**config.mk**
```make
export PLATFORM = sky130hd
export DESIGN_NAME = sram_ctrl
export DESIGN_NICKNAME = d
export VERILOG_FILES = /design/src/rtl/sram_ctrl_pkg.sv /design/src/rtl/sram_ctrl.sv
export SDC_FILE = /design/constraint.sdc
export NUM_CORES = 1
export LEC_CHECK = 0
export ABC_AREA = 1
export CORE_ASPECT_RATIO = 0.7
export CORE_MARGIN = 2
export CORE_UTILIZATION = 45
export DETAILED_ROUTE_END_ITERATION = 8
export MAX_ROUTING_LAYER = met4
export PLACE_DENSITY = 0.8
export SKIP_CTS_REPAIR_TIMING = 1
export SYNTH_ARGS = -nofsm -noshare
export SYNTH_HDL_FRONTEND = slang
export SYNTH_SLANG_ARGS = --single-unit
```
**constraint.sdc**
```tcl
create_clock -name clk -period 1.7 [get_ports clk]
set_clock_uncertainty 0.1 [all_clocks]
set_input_delay 0.17 -clock clk [delete_from_list [all_inputs] [get_ports clk]]
set_output_delay 0.17 -clock clk [all_outputs]
set_load 0.1 [all_outputs]
```
**src/rtl/sram_ctrl_pkg.sv**
```systemverilog
// Shared types and helpers for the 16-bit asynchronous SRAM data-memory controller.
package sram_ctrl_pkg;

   typedef enum logic [1:0] {
      StIdle = 2'd0,
      StLow  = 2'd1,
      StHigh = 2'd2,
      StDone = 2'd3
   } sram_state_e;

   localparam int unsigned DefaultBaseAddr = 1024;

   // Word offset of a byte address relative to the data-memory base.
   function automatic logic [31:0] word_offset(input logic [31:0] addr, input logic [31:0] base);
      return (addr - base) >> 2;
   endfunction

endpackage

```
**src/rtl/sram_ctrl.sv**
```systemverilog
// Splits each 32-bit MEM-stage access into two timed 16-bit SRAM cycles (low half, then high half)
// and holds ready low until the access completes.
module sram_ctrl
   import sram_ctrl_pkg::*;
#(
   parameter int unsigned BASE_ADDR   = DefaultBaseAddr,
   parameter int unsigned SRAM_ADDR_W = 18,
   parameter int unsigned WAIT_CYCLES = 5
) (
   input  logic                   clk,
   input  logic                   rst,
   input  logic                   wr_en,
   input  logic                   rd_en,
   input  logic [31:0]            address,
   input  logic [31:0]            write_data,
   output logic [31:0]            read_data,
   output logic                   ready,
   output logic [SRAM_ADDR_W-1:0] sram_addr,
   output logic                   sram_we_n,
   output logic [15:0]            sram_dq_out,
   output logic                   sram_dq_oe,
   input  logic [15:0]            sram_dq_in
);

   localparam int unsigned CntW = $clog2(WAIT_CYCLES);
   localparam int unsigned IdxW = SRAM_ADDR_W - 1;
   localparam logic [CntW-1:0] CntLast    = CntW'(WAIT_CYCLES - 1);
   localparam logic [CntW-1:0] CntPreLast = CntW'(WAIT_CYCLES - 2);

   sram_state_e     state_q;
   logic [CntW-1:0] cnt_q;
   logic            is_write_q;
   logic [IdxW-1:0] idx_q;
   logic [31:0]     wdata_q;
   logic [IdxW-1:0] req_idx;

   assign req_idx = IdxW'(word_offset(address, BASE_ADDR));
   assign ready   = (state_q == StDone) || ((state_q == StIdle) && !rd_en && !wr_en);

   // SRAM pins are registered one cycle ahead: each transition sets up what the next cycle drives.
   always_ff @(posedge clk) begin
      if (rst) begin
         state_q     <= StIdle;
         cnt_q       <= '0;
         is_write_q  <= 1'b0;
         idx_q       <= '0;
         wdata_q     <= '0;
         read_data   <= '0;
         sram_addr   <= '0;
         sram_we_n   <= 1'b1;
         sram_dq_oe  <= 1'b0;
         sram_dq_out <= '0;
      end else begin
         unique case (state_q)
            StIdle: begin
               if (rd_en || wr_en) begin
                  state_q     <= StLow;
                  cnt_q       <= '0;
                  is_write_q  <= wr_en;
                  idx_q       <= req_idx;
                  wdata_q     <= write_data;
                  sram_addr   <= {req_idx, 1'b0};
                  sram_we_n   <= ~wr_en;
                  sram_dq_oe  <= wr_en;
                  sram_dq_out <= write_data[15:0];
               end
            end
            StLow: begin
               if (cnt_q == CntLast) begin
                  state_q     <= StHigh;
                  cnt_q       <= '0;
                  if (!is_write_q) read_data[15:0] <= sram_dq_in;
                  sram_addr   <= {idx_q, 1'b1};
                  sram_we_n   <= ~is_write_q;
                  sram_dq_out <= wdata_q[31:16];
               end else begin
                  cnt_q     <= cnt_q + CntW'(1);
                  // WE rises one cycle early so address and data hold past it.
                  sram_we_n <= ~is_write_q | (cnt_q == CntPreLast);
               end
            end
            StHigh: begin
               if (cnt_q == CntLast) begin
                  state_q    <= StDone;
                  cnt_q      <= '0;
                  if (!is_write_q) read_data[31:16] <= sram_dq_in;
                  sram_we_n  <= 1'b1;
                  sram_dq_oe <= 1'b0;
               end else begin
                  cnt_q     <= cnt_q + CntW'(1);
                  sram_we_n <= ~is_write_q | (cnt_q == CntPreLast);
               end
            end
            StDone: begin
               state_q <= StIdle;
            end
            default: begin
               state_q <= StIdle;
            end
         endcase
      end
   end

endmodule

```
==> results.py <==
metrics = {
    "worst_setup_path": {
        "startpoint_type": "flop",
        "cp.required_ns": 1.43,
        "end_kind": "primary output",
        "worstPathArrival_ns": 1.49,
        "reg2regPathDepth": 7,
        "path_max_fanout": 5,
        "path_class": "reg -> out",
    },
    "routing": {
        "routedWlPerCell_microns": 14.49,
        "drc": 0,
        "drt-total-wl_microns": 13540,
        "vias": 4764,
        "detail-route-antenna-nets": 0,
        "vias_per_cell": 5.101,
        "drt-initial-drc-count": 384,
        "drt_pass1_iterations": 5,
    },
    "timing": {
        "tns_ns": -0.06408,
        "rsz0062_at_grt": "true",
        "slew_headroom_pct": 78.92,
        "drv_slew": 0,
        "tightest_slew_ns": 0.3129,
        "fin_hold_ws_ns": 0.2099,
        "fin_crit_ns": 1.764,
        "fmax_ghz": 0.5669,
        "finalSetupViolCount": 1,
        "fin_ws_ns": -0.06408,
        "fin_crit_sh_pct": 103.8,
        "hold_viol": 0,
    },
    "die": {
        "core-area_sq_um": 10200,
        "num_io_pins": 153,
        "dieArea_sq_um": 11180,
        "row_count": 31,
        "die_x_microns": 125.5,
        "initial_utilization_pct": 45.59,
        "dieHeight_microns": 89.06,
    },
    "global_route": {
        "grt_pass1_vias": 4505,
        "track_usage_pct": 24.46,
        "grt-ovfl-total": 0,
        "grt_pass1_wl_microns": 21420,
        "antenna_found_initial": 0,
        "grt_start_max_net_pins": 59,
    },
    "clocking": {
        "cts_tree": "yes",
        "cts_num_sinks": 107,
        "numCtsBuffers": 9,
        "cts_max_level": 3,
        "clock_latency_ns": 0.35,
        "clk_pin_slew_ns": 0.07,
        "cts-root-buf": "clkbuf_16",
        "clockBufferDepth": 2,
    },
    "power": {
        "power_density_nw_per_um2": 1845,
        "ir_drop_uv": 1425,
        "p_leak_uw": 0.003161,
    },
    "run_status": {
        "violations": "setup timing",
        "outcome": "finished, violations left",
    },
    "finish": {
        "area_growth_pct": 59.73,
        "final_layout_size_suffix_gt1_share_pct": 20.70,
        "fin_nets": 890,
        "fin_util_pct": 72.82,
        "antenna_cells": 0,
        "layout.cells.non_filler": 934,
    },
    "placed_design": {
        "dp_cells": 911,
        "hpwl_microns": 9585,
        "port-buffer-count": 137,
        "gp_congestion": 0.8592,
    },
    "synthesis": {
        "ys_seq_area_share_pct": 46.06,
        "ys_warn_count": 0,
        "postSynthCellCount": 652,
        "synth_fp_nets": 745,
        "ys_types": 28,
        "synthesis.area_sq_um": 4651,
        "synth_area_per_cell_sq_um": 7.133,
        "ys_seq_elements": 107,
    },
    "hold_path": {
        "min_path_cells": 3,
        "min_path_type": "in -> reg",
    },
    "job": {
        "drv_cap": 0,
    },
}
kinds of logic after synthesis:
group                    after synthesis  synth area share [%]
AND/OR/NAND/NOR                      307                 26.37
buffers and inverters                 90                 9.120
AO/OA/AOI/OAI                        138                 15.85
adder cells (fa/ha/maj)                9                 2.421
flip-flops                           107                 46.06
XOR/XNOR                               1                0.1884
worst max-delay path, cell delays in order (launching register included):
cell and delay, ns:
dfxtp_4 0.39, inv_4 0.05, ha_4 0.17, nand3_4 0.08
inv_4 0.04, nor2_4 0.13, clkinvlp_4 0.11, buf_12 0.17
synth_stat cells:
cell type  instances  area, sq um
a21oi_1           42        210.2
a21oi_2           10        87.58
and2_1             1        6.260
buf_12             2        40.04
buf_2              7        35.03
buf_4              3        22.52
buf_6              3        33.78
buf_8              1        15.01
clkbuf_1          19        71.32
dfxtp_1          107         2142
ha_1               9        112.6
inv_1             50        187.7
inv_2              5        18.77
nand2_1          156        585.6
nand2_2           13        81.33
nand2_4            1        11.26
nand3_1           12        60.06
nand3_2            1        10.01
nand4_1            1        6.260
nor2_1           118        442.9
nor3_1             2        10.01
o211ai_1           2        15.01
o21ai_0           81        405.4
o21ai_1            1        5.000
o21bai_1           1        7.510
o22ai_1            1        6.260
or2_2              2        12.51
xor2_1             1        8.760
metal layers:
| metal | global-route usage [%] | part of all wire [%] | up-vias |
|---|---|---|---|
| met5 | - | 0 | - |
| met4 | 7.374 | 2.4 | 0 |
| met3 | 4.129 | 5.4 | 31 |
| met2 | 42.11 | 50 | 180 |
| met1 | 30.00 | 42 | 2213 |
| li1 | - | - | 2340 |
layout make-up:
type                    instances  area, sq um
repair buffers                169         2456
well taps                     132        165.2
flip-flops and latches        107         2151
clock inverters                 6        47.55
fillers                       726         2773
inverters                      55        230.2
multi-input cells             455         2140
clock buffers                  10        239.0
stage by stage:
stage / setup WS [ns] / cell area [sq um] / total power [uW]
finish: -0.06408 / 7428 / 13700
global route: -0.1026 / 7428 / 14370
CTS: -0.3439 / 7253 / 13370
detailed placement: -0.08297 / 6967 / 11370
global placement: 0.007690 / 6967 / 11170
floorplan: 0.02195 / 4662 / 8585
state kept, by name, indices dropped and copies added, names as in the netlist:
signal and cells:
read_data 32, state_q 2, wdata_q 16, sram_addr 18
sram_we_n 1, sram_dq_oe 1, idx_q 17, is_write_q 1
cnt_q 3, sram_dq_out 16
path summary, 6_finish.rpt:
kind | from | end | slack [ns]
worst max-delay path | state_q[0] | ready | -0.06
worst min register to register | idx_q[10] | idx_q[10] | 0.37
worst max register to register | state_q[1] | read_data[3] | 0.03
worst min-delay path | rst | sram_addr[6] | 0.21
power breakdown:
part,total [uW],switching [uW],internal [uW]
Clock,2000,952,1050
Combinational,7890,4900,2990
Sequential,3810,602,3210
placed cells by master, fill, tap and decap left out:
cell,instances
nand2_1,156
nor2_1,117
dfxtp_1,104
buf_12,80
o21ai_0,75
clkdlybuf4s50_1,67
inv_1,44
a21oi_1,41
buf_4,19
nand2_2,13
a21oi_2,11
nand3_1,10
clkbuf_16,10
o21ai_1,7
ha_1,6
inv_2,4
clkinvlp_4,4
inv_4,3
inv_6,3
nand3_2,2
or2_2,2
nor3_1,2
o211ai_1,2
ha_2,2
clkinv_4,2
dfxtp_4,2
nand3_4,1
nor2_4,1
xor2_1,1
nand2_8,1
o21bai_1,1
nand4_1,1
o22ai_1,1
and2_1,1
ha_4,1
clkbuf_8,1
clkinv_2,1
dfxtp_2,1
buf_2,1
buf_6,1
Note: power is estimated with default switching activity, not from simulation.
==> RTL change 1: new RTL, config.mk and constraints unchanged <==
Encoding of `sram_state_e`: now one-hot (4 bits for 4 states).
--- a/src/rtl/sram_ctrl_pkg.sv
+++ b/src/rtl/sram_ctrl_pkg.sv
@@ -1,11 +1,11 @@
 // Shared types and helpers for the 16-bit asynchronous SRAM data-memory controller.
 package sram_ctrl_pkg;
 
-   typedef enum logic [1:0] {
-      StIdle = 2'd0,
-      StLow  = 2'd1,
-      StHigh = 2'd2,
-      StDone = 2'd3
+   typedef enum logic [3:0] {
+      StIdle = 4'b0001,
+      StLow  = 4'b0010,
+      StHigh = 4'b0100,
+      StDone = 4'b1000
    } sram_state_e;
 
    localparam int unsigned DefaultBaseAddr = 1024;
Check against the original RTL: no difference found for any inputs over 10 cycles, from zero or initial values and one cycle with rst high; not proved beyond that.
==> RTL change 1 against the original RTL <==
Design area fell by 2.8%; synthesized area fell by 2.1%; cell count decreased by 5.2%; sequential cell count increased by 2; worst setup slack better by 0.10 ns; first-iteration DRC count shrank 18%; fmax increased by 6.2%; critical path depth is 3 higher; routed wire length fell by 2.0%; critical path type is now reg -> reg; critical endpoint is now sram_dq_out[12]; largest cell class unchanged.
Power is not compared: it rests on default switching activity, and its combinational part moved more than twofold at a synthesized area within 25%.
==> RTL change 1: results (changes against the original RTL) <==
status: completed (was finished, violations left)
Hold Crit Start: sram_dq_in[5] (was rst)
vias per std cell: 5.20 (was 5.10)
share of cells above drive strength 1: 17.4% (was 20.7%)
All-Layer GR Usage: 24.9% (was 24.5%)
Min-Delay Endpoint: read_data[21] (was sram_addr[6])
share of the synthesized area in the top cell type: 47.9% (was 46.1%)
synth unique cells: 25 (was 28)
fraction of registers with async set/reset: 0% (unchanged)
Largest regs: read_data (32), sram_addr (18), idx_q (17) (unchanged)
Total Nets Final: 841 (was 890)
Hold Slack: 0.336 ns (was 0.210 ns)
Worst R2R Start: cnt_q[0] (was state_q[1])
Seq/Total Area, Yosys: 47.9% (was 46.1%)
multi-input combinational cell area: 1990 um2 (was 2140 um2)
first-pass GRT wire length: 21200 um (was 21400 um)
Worst setup endpoint: sram_dq_out[12] (was ready)
placed instance area: 6840 um2 (was 6970 um2)
r2r endpoint: sram_dq_out[12] (was read_data[3])
DRT Pass-1 Iters: 5 (unchanged)
Post-synth top cells: 109 x dfxtp_1, 107 x nor2_1, 90 x o21ai_0 (was 156 x nand2_1, 118 x nor2_1, 107 x dfxtp_1)
R2R depth: 10 (was 7)
largest fanout on the critical path: 12 (was 5)
routability congestion estimate: 0.865 (was 0.859)
Biggest register: read_data (unchanged)
DR iter-0 viols: 313 (was 384)
synth top area cells: dfxtp_1 48%, o21ai_0 9.9%, nor2_1 8.8% (was dfxtp_1 46%, nand2_1 13%, nor2_1 9.5%)
vias in the first global route: 4431 (was 4505)
Slew HR: 80.5% (was 78.9%)
CP Class: reg -> reg (was reg -> out)
hold crit path type: in -> reg (unchanged)
Worst EP arrival: 1.80 ns (was 1.49 ns)
Routed Wire Length: 13300 um (was 13500 um)
Detailed Place HPWL: 9400 um (was 9580 um)
syn nets: 704 (was 745)
Longest Clk Path Bufs: 2 (unchanged)
clock transition at the registers of the reported paths: 0.07 ns (about the same)
largest net degree at the start of global routing: 56 (was 59)
Fillers: 733 (was 726)
[RTL change 1: logic make-up after synthesis]
group / count (synthesis) / share of synthesized area, %
compound gates: 172 / 19.1
fa+ha+maj: 4 / 1.10
buf+inv: 95 / 9.40
simple gates: 233 / 21.9
flops: 109 / 47.9
xor+xnor: 3 / 0.577
[RTL change 1: final cells by class]
type / instances / area share, %
clock buffers: 10 / 3.17
well taps: 128 / 2.22
inverters: 59 / 3.14
clock inverters: 5 / 1.39
repair buffers: 162 / 32.3
multi-input cells: 412 / 27.5
flip-flops and latches: 109 / 30.3
[RTL change 1: power breakdown]
part,internal (W),switching (W),leakage (nW),total (W)
Combinational,0.000848,0.00144,1.98,0.00229
Clock,0.00143,0.000894,0.162,0.00232
Sequential,0.00278,0.000167,0.896,0.00295
Total,0.00506,0.00250,3.04,0.00756
[RTL change 1: through the flow]
step / instances / TNS [ns] / setup WS, ns / total power (W)
final: 885 / 0 / 0.0382 / 0.00756
after global routing: 885 / -0.138 / -0.0271 / 0.00784
after CTS: 884 / -1.68 / -0.0913 / 0.00756
after detailed placement: 869 / -2.74 / -0.117 / 0.00525
after global placement: 869 / -1.40 / -0.0747 / 0.00519
after floorplan: 616 / 0 / 0.0946 / 0.00432
[RTL change 1: per-layer routing]
layer / track usage (%) / share of wire (%) / up-vias
met1: 31.0 / 45 / 2187
met3: 4.89 / 4.7 / 17
met5: - / 0 / -
met4: 8.17 / 1.3 / 0
li1: - / - / 2263
met2: 41.1 / 49 / 132
[RTL change 1: critical path, cell delays in order (launching register included)]
cell     delay (ns)
dfxtp_1        0.33
inv_1          0.06
ha_1           0.21
nand2_2        0.09
inv_2          0.06
nand3_4        0.08
nand2_2        0.11
buf_6          0.16
buf_12         0.14
o21ai_0        0.15
nor2_1         0.06
==> RTL change 2: new RTL, same settings <==
Without the edit above. `SRAM_ADDR_W`: 18 -> 9.
--- a/src/rtl/sram_ctrl.sv
+++ b/src/rtl/sram_ctrl.sv
@@ -4,7 +4,7 @@
    import sram_ctrl_pkg::*;
 #(
    parameter int unsigned BASE_ADDR   = DefaultBaseAddr,
-   parameter int unsigned SRAM_ADDR_W = 18,
+   parameter int unsigned SRAM_ADDR_W = 9,
    parameter int unsigned WAIT_CYCLES = 5
 ) (
    input  logic                   clk,
Ports: changed (resized sram_addr); port bits go from 153 to 144. The function was not compared with the original's and may differ.
==> RTL change 2 against the original RTL <==
The flow still finishes with violations (setup timing); sequential cell count decreased by 18; worst setup slack improved by 0.017 ns; count of clock-buffer cells in the layout increased by 3; first-iteration DRC count decreased by 13%; power decreased by 11%; combinational power decreased by 11%; design area decreased by 16%; fmax increased by 0.96%; synthesized area decreased by 18%; routed wire length decreased by 12%.
==> RTL change 2: results (changes against the original RTL) <==
violated checks: setup timing (unchanged)
Top delay family on crit path: buffers and inverters (was flip-flops)
hold crit path type: in -> reg (unchanged)
All-Layer GR Usage: 25.1% (was 24.5%)
Met1 Routed Length: 5150 um (was 5640 um)
routability congestion estimate: 0.889 (was 0.859)
vias per std cell: 5.14 (was 5.10)
synthesized area per cell: 6.83 um2 (was 7.13 um2)
met3 WL: 1040 um (was 734 um)
DR WL met2: 5480 um (was 6830 um)
Yosys Warn Count: 0 (unchanged)
# setup viols final: 2 (was 1)
max incr delay on CP: 0.34 ns (was 0.39 ns)
most frequent cell after synthesis: nor2_1 (was nand2_1)
Total Nets Final: 776 (was 890)
Wirelength per Cell: 15.1 um (was 14.5 um)
Sw Pwr: 0.00580 W (was 0.00645 W)
met1 usage: 32.4% (was 30.0%)
Slew @ Worst Pin: 0.524 ns (was 0.313 ns)
share of cells above drive strength 1: 17.3% (was 20.7%)
DP Worst Slack: -0.0774 ns (was -0.0830 ns)
Hold Crit Start: write_data[31] (was rst)
leakage power: 2.80 nW (was 3.16 nW)
syn nets: 648 (was 745)
Worst R2R Start: state_q[1] (unchanged)
total placed cells including tap cells: 767 (was 911)
synth unique cells: 19 (was 28)
Worst EP arrival: 1.48 ns
Detailed Place HPWL: 7620 um (was 9580 um)
status: finished, violations left (unchanged)
Post-synth top cells: 166 x nor2_1, 92 x nand2_1, 89 x dfxtp_1 (was 156 x nand2_1, 118 x nor2_1, 107 x dfxtp_1)
synth top area cells: dfxtp_1 47%, nor2_1 16%, o21ai_0 11% (was dfxtp_1 46%, nand2_1 13%, nor2_1 9.5%)
placed instance area: 5770 um2 (was 6970 um2)
worst vdd ir: 1.15 mV (was 1.43 mV)
vias in the first global route: 3703 (was 4505)
final cell count without fillers: 790 (was 934)
met2 Use GR: 38.9% (was 42.1%)
largest net degree at the start of global routing: 43 (was 59)
Fillers: 520 (was 726)
Final Cell Area: 6240 um2 (was 7430 um2)
input/output buffers: 119 (was 137)
Crit-path slowest cell: dfxtp_2 (was dfxtp_4)
Largest regs: read_data (32), sram_dq_out (16), wdata_q (16) (was read_data (32), sram_addr (18), idx_q (17))
met3 usage: 6.57% (was 4.13%)
setup ws final: -0.0473 ns (was -0.0641 ns)
setup total negative slack: -0.0548 ns (was -0.0641 ns)
DR iter-0 viols: 334 (was 384)
first-pass GRT wire length: 17600 um (was 21400 um)
Seq/Total Area, Yosys: 46.9% (was 46.1%)
==> RTL change 2: changes by cell type after synthesis, moves of 4 or more <==
cell     unedited run  this run
inv_1              50        62
a21oi_1            42         9
dfxtp_1           107        89
nor2_1            118       166
nand2_1           156        92
nand3_1            12         8
a21oi_2            10         0
nand2_2            13         1
==> RTL change 2: worst reg2reg max path, cell delays in order, from the launching register on <==
cell	delay, ns
dfxtp_2	0.37
inv_4	0.06
ha_2	0.23
or2_1	0.28
nand3_4	0.17
buf_12	0.17
nand2_1	0.10
nand2_1	0.09
nor2_1	0.04
==> RTL change 2: power groups by stage <==
stage	clock [W]	sequential [W]	combinational [W]
floorplan	0	0.00518	0.00211
global placement	0	0.00315	0.00629
detailed placement	0	0.00318	0.00640
CTS	0.00199	0.00314	0.00647
global route	0.00208	0.00322	0.00747
finish	0.00196	0.00316	0.00705
==> RTL change 2: worst paths after layout <==
kind | end | cells after the start | slack (ns)
setup / recovery | ready | 6 | -0.05
hold reg to reg | cnt_q[1] | 2 | 0.39
setup reg to reg | sram_addr[6] | 8 | -0.01
hold / removal | wdata_q[31] | 3 | 0.31
==> RTL change 2: layout make-up <==
type / count / area [um2] / share of cell area (%)
Clock buffer: 13 / 250 / 4.01
Clock inverter: 3 / 40.0 / 0.642
Inverter: 65 / 253 / 4.05
Multi-Input combinational cell: 373 / 1690 / 27.1
Sequential cell: 89 / 1780 / 28.6
Tap cell: 101 / 126 / 2.03
Timing Repair Buffer: 146 / 2100 / 33.6
==> RTL change 2: cell families (layout without fill, tap and decap cells) <==
group / after synthesis / count (layout) / share of synthesized area (%)
buffers and inverters: 94 / 227 / 9.99
AND/OR/NAND/NOR: 273 / 273 / 28.0
AO/OA/AOI/OAI: 92 / 92 / 12.4
adder cells (fa/ha/maj): 8 / 8 / 2.64
flip-flops: 89 / 89 / 46.9
